--- src/rtl/msrh_br_upd_receiver.sv ---
// Branch-tag pool: allocates tags to dispatched branches, tracks dependencies,
// frees tags on correct resolve and squashes dependents plus redirects on mispredict.
module msrh_br_upd_receiver #(
  parameter int BRTAG_SIZE = 8,
  parameter int VADDR_W    = 39,
  parameter int CMT_ID_W   = 6,
  parameter int GRP_W      = 5,
  localparam int TAG_W     = $clog2(BRTAG_SIZE)
) (
  input  logic                  i_clk,
  input  logic                  i_reset,
  input  logic                  i_alloc_req,
  output logic                  o_alloc_ready,
  output logic [TAG_W-1:0]      o_alloc_tag,
  output logic [BRTAG_SIZE-1:0] o_alloc_brmask,
  input  logic                  i_upd_valid,
  input  logic [TAG_W-1:0]      i_upd_tag,
  input  logic                  i_upd_mispredict,
  input  logic [VADDR_W-1:0]    i_upd_target_vaddr,
  input  logic [CMT_ID_W-1:0]   i_upd_cmt_id,
  input  logic [GRP_W-1:0]      i_upd_grp_id,
  input  logic                  i_flush_all,
  output logic [BRTAG_SIZE-1:0] o_valid_mask,
  output logic [BRTAG_SIZE-1:0] o_resolve_mask,
  output logic [BRTAG_SIZE-1:0] o_kill_mask,
  output logic                  o_redirect_valid,
  output logic [VADDR_W-1:0]    o_redirect_vaddr,
  output logic [CMT_ID_W-1:0]   o_redirect_cmt_id,
  output logic [GRP_W-1:0]      o_redirect_grp_id
);

  localparam logic [BRTAG_SIZE-1:0] ONE = {{(BRTAG_SIZE-1){1'b0}}, 1'b1};

  logic [BRTAG_SIZE-1:0]                  valid_q, valid_d;
  logic [BRTAG_SIZE-1:0][BRTAG_SIZE-1:0]  dep_q, dep_d;
  logic [BRTAG_SIZE-1:0]                  resolve_q, resolve_d;
  logic [BRTAG_SIZE-1:0]                  kill_q, kill_d;
  logic                                   redir_vld_q, redir_vld_d;
  logic [VADDR_W-1:0]                     redir_vaddr_q, redir_vaddr_d;
  logic [CMT_ID_W-1:0]                    redir_cmt_q, redir_cmt_d;
  logic [GRP_W-1:0]                       redir_grp_q, redir_grp_d;

  logic [TAG_W-1:0]      free_tag;
  logic                  grant, upd_hit, mispred;
  logic [BRTAG_SIZE-1:0] upd_oh, alloc_oh, res_oh;

  always_comb begin
    free_tag = '0;
    for (int i = BRTAG_SIZE-1; i >= 0; i--) begin
      if (!valid_q[i]) free_tag = TAG_W'(i);
    end
  end

  assign o_alloc_ready  = ~&valid_q;
  assign o_alloc_tag    = free_tag;
  assign o_alloc_brmask = valid_q;

  always_comb begin
    grant    = i_alloc_req && o_alloc_ready && !i_flush_all;
    upd_hit  = i_upd_valid && valid_q[i_upd_tag] && !i_flush_all;
    mispred  = upd_hit && i_upd_mispredict;
    upd_oh   = ONE << i_upd_tag;
    alloc_oh = ONE << free_tag;
    res_oh   = (upd_hit && !i_upd_mispredict) ? upd_oh : '0;

    // Kill set: the mispredicted tag, every live tag that depends on it, and
    // a tag being granted this very cycle (it necessarily depends on it too).
    kill_d = '0;
    if (mispred) begin
      kill_d = upd_oh;
      for (int u = 0; u < BRTAG_SIZE; u++) begin
        if (valid_q[u] && dep_q[u][i_upd_tag]) kill_d[u] = 1'b1;
      end
      if (grant) kill_d = kill_d | alloc_oh;
    end

    valid_d = valid_q & ~res_oh & ~kill_d;
    if (grant) valid_d = valid_d | (alloc_oh & ~kill_d);

    // Freed/killed columns are scrubbed so a reused tag never inherits stale dependents.
    dep_d = dep_q;
    for (int r = 0; r < BRTAG_SIZE; r++) dep_d[r] = dep_q[r] & ~res_oh & ~kill_d;
    if (grant) dep_d[free_tag] = valid_q & ~res_oh;

    resolve_d     = res_oh;
    redir_vld_d   = mispred;
    redir_vaddr_d = mispred ? i_upd_target_vaddr : redir_vaddr_q;
    redir_cmt_d   = mispred ? i_upd_cmt_id       : redir_cmt_q;
    redir_grp_d   = mispred ? i_upd_grp_id       : redir_grp_q;

    if (i_flush_all) begin
      valid_d   = '0;
      dep_d     = '0;
      kill_d    = '0;
      resolve_d = '0;
    end
  end

  always_ff @(posedge i_clk or posedge i_reset) begin
    if (i_reset) begin
      valid_q       <= '0;
      dep_q         <= '0;
      resolve_q     <= '0;
      kill_q        <= '0;
      redir_vld_q   <= 1'b0;
      redir_vaddr_q <= '0;
      redir_cmt_q   <= '0;
      redir_grp_q   <= '0;
    end else begin
      valid_q       <= valid_d;
      dep_q         <= dep_d;
      resolve_q     <= resolve_d;
      kill_q        <= kill_d;
      redir_vld_q   <= redir_vld_d;
      redir_vaddr_q <= redir_vaddr_d;
      redir_cmt_q   <= redir_cmt_d;
      redir_grp_q   <= redir_grp_d;
    end
  end

  assign o_valid_mask      = valid_q;
  assign o_resolve_mask    = resolve_q;
  assign o_kill_mask       = kill_q;
  assign o_redirect_valid  = redir_vld_q;
  assign o_redirect_vaddr  = redir_vaddr_q;
  assign o_redirect_cmt_id = redir_cmt_q;
  assign o_redirect_grp_id = redir_grp_q;

endmodule

--- config.mk ---
export PLATFORM = sky130hd
export DESIGN_NAME = msrh_br_upd_receiver
export DESIGN_NICKNAME = d
export VERILOG_FILES = /design/src/rtl/msrh_br_upd_receiver.sv
export SDC_FILE = /design/constraint.sdc
export NUM_CORES = 1
export LEC_CHECK = 0
export CORE_MARGIN = 2
export CORE_UTILIZATION = 36
export DETAILED_ROUTE_END_ITERATION = 8
export HOLD_SLACK_MARGIN = 0.05
export PLACE_DENSITY_LB_ADDON = 0.2
export SLEW_MARGIN = 20
export SYNTH_ARGS = -nofsm -noshare
export SYNTH_HDL_FRONTEND = slang
export SYNTH_SLANG_ARGS = --single-unit
--- constraint.sdc ---
create_clock -name i_clk -period 4.8 [get_ports i_clk]
set_clock_uncertainty 0.2 [all_clocks]
set_input_delay 0.96 -clock i_clk [delete_from_list [all_inputs] [get_ports i_clk]]
set_output_delay 0.96 -clock i_clk [all_outputs]
set_load 0.005 [all_outputs]
==> impl_metrics.tcl <==
set metrics [dict create \
    end_kind "flip-flop" \
    fin_setup_tns_ps 0 \
    power_mw 3.12 \
    cts_max_level 4 \
    power_per_cell_area_mw_per_mm2 379 \
    arrival_ps 3850 \
    grt_pass1_vias 5021 \
    synth_most_common_cell "nand2_1" \
    n_fill_cell 1520 \
    drtAntennaViolNets 0 \
    place_congestion 0.929 \
    cp-start-kind "input port" \
    synth_area_mm2 0.00604 \
    max_slew_margin_pct 51.7 \
    ys_async_sr_fraction_pct 100 \
    synthMuxAreaShare_pct 4.51 \
    cts-root-buf "clkbuf_16" \
    yosys_warnings 0 \
    synth_adder_area_share_pct 0 \
    clk_pin_slew_ps 60 \
    hold_viol_final 0 \
    drv_cap 0 \
    pin_count 146 \
    yosys_register_bits 131 \
    num_rows 47 \
    fp.dieW_um 134 \
    cts_buffers 17 \
    place_ws_ps 678 \
    synth-compound-area-share_pct 13.8 \
    cts.repair.resized 0 \
    ys_types 62 \
    postCtsHoldBufs 0 \
    place_area_mm2 0.00760 \
    synth_top_area_share_pct 54.2 \
    finalMaxSlewViolations 0 \
    min_delay_path_depth 2 \
    cp_slowest_cell "clkdlybuf4s50_1" \
    period_minus_slack_ps 3700 \
    dr.pass1.iters 5 \
    syn_to_final_growth_pct 36.1 \
    slowest_delay_ps 710 \
    place_inst 944 \
    worst_pin_slew_ps 725 \
    vias 5053 \
    synth.avg_cell_area_um2 9.86 \
    yosysTopAreaCell "dfrtp_1" \
    grt_max_degree 76 \
    synth_simple_gate_area_share_pct 22.1 \
    synth-main-ff-cell "dfrtp_1" \
    insertion_delay_ps 420 \
    first_iter_violations 381 \
    core_area_mm2 0.0165 \
    outcome "finished clean" \
    post-route-period-util_pct 77.1 \
    setup_viol 0 \
    synth_edf_count 0 \
    fin_cells 976 \
    setup_slack_ps 1100 \
    antenna_found_initial 0 \
    crit_type "input port to flip-flop" \
    io_buffer_count 145 \
    grt_usage_pct 21.0 \
    start_util_pct 36.6 \
    synthXorXnorAreaFrac_pct 0 \
    drc_errors 0 \
    wl_per_cell_um 18.7 \
    ys_seq_area_share_pct 54.2 \
    cts_max_path_buffers 2 \
    leakage_nw 3.63 \
    die_h_um 134 \
    synth_top_family_by_area "simple AND/OR/NAND/NOR gates" \
    antenna_cells 0 \
    post_cts_buffers 0 \
    rr_worst_depth 7 \
    clock_sinks 131 \
    path_common_cell "nand2_1" \
    viasPerCell 5.18 \
    worstPathMaxFanout 51 \
    stdcell_area_mm2 0.00823 \
    dieArea_mm2 0.0178 \
    dp_hpwl_mm 13.0 \
    drive_gt1_share_pct 11.2 \
    layout.nets 802 \
    synth_common_cells "nand2_1, dfrtp_1, o22ai_1" \
    cts_tree "yes" \
    netlist_instances 613 \
    rsz0062_at_grt "no" \
    rrSetupSlack_ps 1930 \
    syn-num-nets 672 \
    required_ps 4950 \
    synth.area.top_cells "dfrtp_1, nand2_1, o22ai_1" \
    crit_chain "clkdlybuf4s50_1 > nand2_1 > a2bb2oi_4 > nand4_4 > inv_2 > buf_4 > nand2_1 > nand2_1" \
    vdd_drop_max_mv 0.247 \
    grt_pass1_wl_mm 28.6 \
    routed_wl_mm 18.2 \
    grt_overflow 0 \
    fmax_ghz 0.270 \
    hold_class "flip-flop to flip-flop" \
]
## area by class of cell
class	instances	area (um^2)	share of cell area (%)
clock inverters	13	183	2.22
clock buffers	19	443	5.38
multi-input cells	421	2440	29.7
flip-flops and latches	131	3280	39.8
repair buffers	157	1550	18.8
well taps	220	275	3.35
inverters	15	58.8	0.715
## path summary, 6_finish.rpt
kind,to,start
hold reg to reg,o_redirect_vaddr[6]$_DFFE_PP0P_,o_redirect_vaddr[6]$_DFFE_PP0P_
min in group asynchronous,o_redirect_vaddr[15]$_DFFE_PP0P_,i_reset
max in group asynchronous,dep_q[20]$_DFF_PP0_,i_reset
setup / recovery,o_redirect_vaddr[19]$_DFFE_PP0P_,i_upd_tag[0]
hold / removal,o_redirect_vaddr[6]$_DFFE_PP0P_,o_redirect_vaddr[6]$_DFFE_PP0P_
setup reg to reg,o_redirect_vaddr[19]$_DFFE_PP0P_,o_alloc_brmask[4]$_DFF_PP0_
## routing by layer
metal	vias to the layer above	wire length [um]	GRT usage (%)
li1	2361	-	-
met1	2429	7960	28.1
met2	229	8360	32.1
met3	34	1450	6.62
met4	0	472	7.68
met5	-	0	0
## kinds of logic after synthesis
logic type             after synthesis
buffers and inverters               61
DFF                                131
and+or+nand+nor                    291
AOI/OAI and AO/OA                  107
muxes                               23
## stage by stage
| step | utilization [%] | hold slack (ps) |
|---|---|---|
| after floorplan | - | 255 |
| after global placement | 46.0 | 257 |
| after detailed placement | 46.0 | 261 |
| after CTS | 49.8 | 276 |
| after global routing | 49.8 | 293 |
| final | 49.8 | 271 |
## placed cells by master, fill, tap and decap left out, drive strengths merged, types with 5 or more instances in the layout
master / Yosys / routed
clkdlybuf4s50: 0 / 144
a211oi: 6 / 6
or2: 5 / 5
nor2b: 7 / 7
nor3: 7 / 7
inv: 15 / 16
o21ai: 5 / 5
nand2b: 11 / 11
a21oi: 25 / 25
nand4: 7 / 7
clkbuf: 14 / 19
buf: 32 / 13
nand3: 22 / 22
a31o: 5 / 5
nand2: 195 / 195
a31oi: 6 / 6
dfrtp: 131 / 131
o22ai: 33 / 33
mux2i: 16 / 16
nor2: 20 / 20
or3: 6 / 6
## registers in the layout (all words and copies together) (netlist names)
name	cells
o_resolve_mask	8
o_kill_mask	8
o_redirect_cmt_id	6
o_alloc_brmask	8
o_redirect_grp_id	5
o_redirect_valid	1
o_redirect_vaddr	39
dep_q	56
## worst max-delay path, delay by kind of cell
| kind | cells | cell delay, ps |
|---|---|---|
| AND/OR/NAND/NOR | 4 | 1170 |
| buffers and inverters | 3 | 1380 |
| AO/OA/AOI/OAI | 1 | 300 |
## where the power goes
part | internal [mW] | leakage [nW] | switching [mW]
Sequential | 1.21 | 1.76 | 0.0582
Combinational | 0.283 | 1.57 | 0.203
Clock | 0.881 | 0.295 | 0.481
Note: power is estimated with default switching activity, not from simulation.
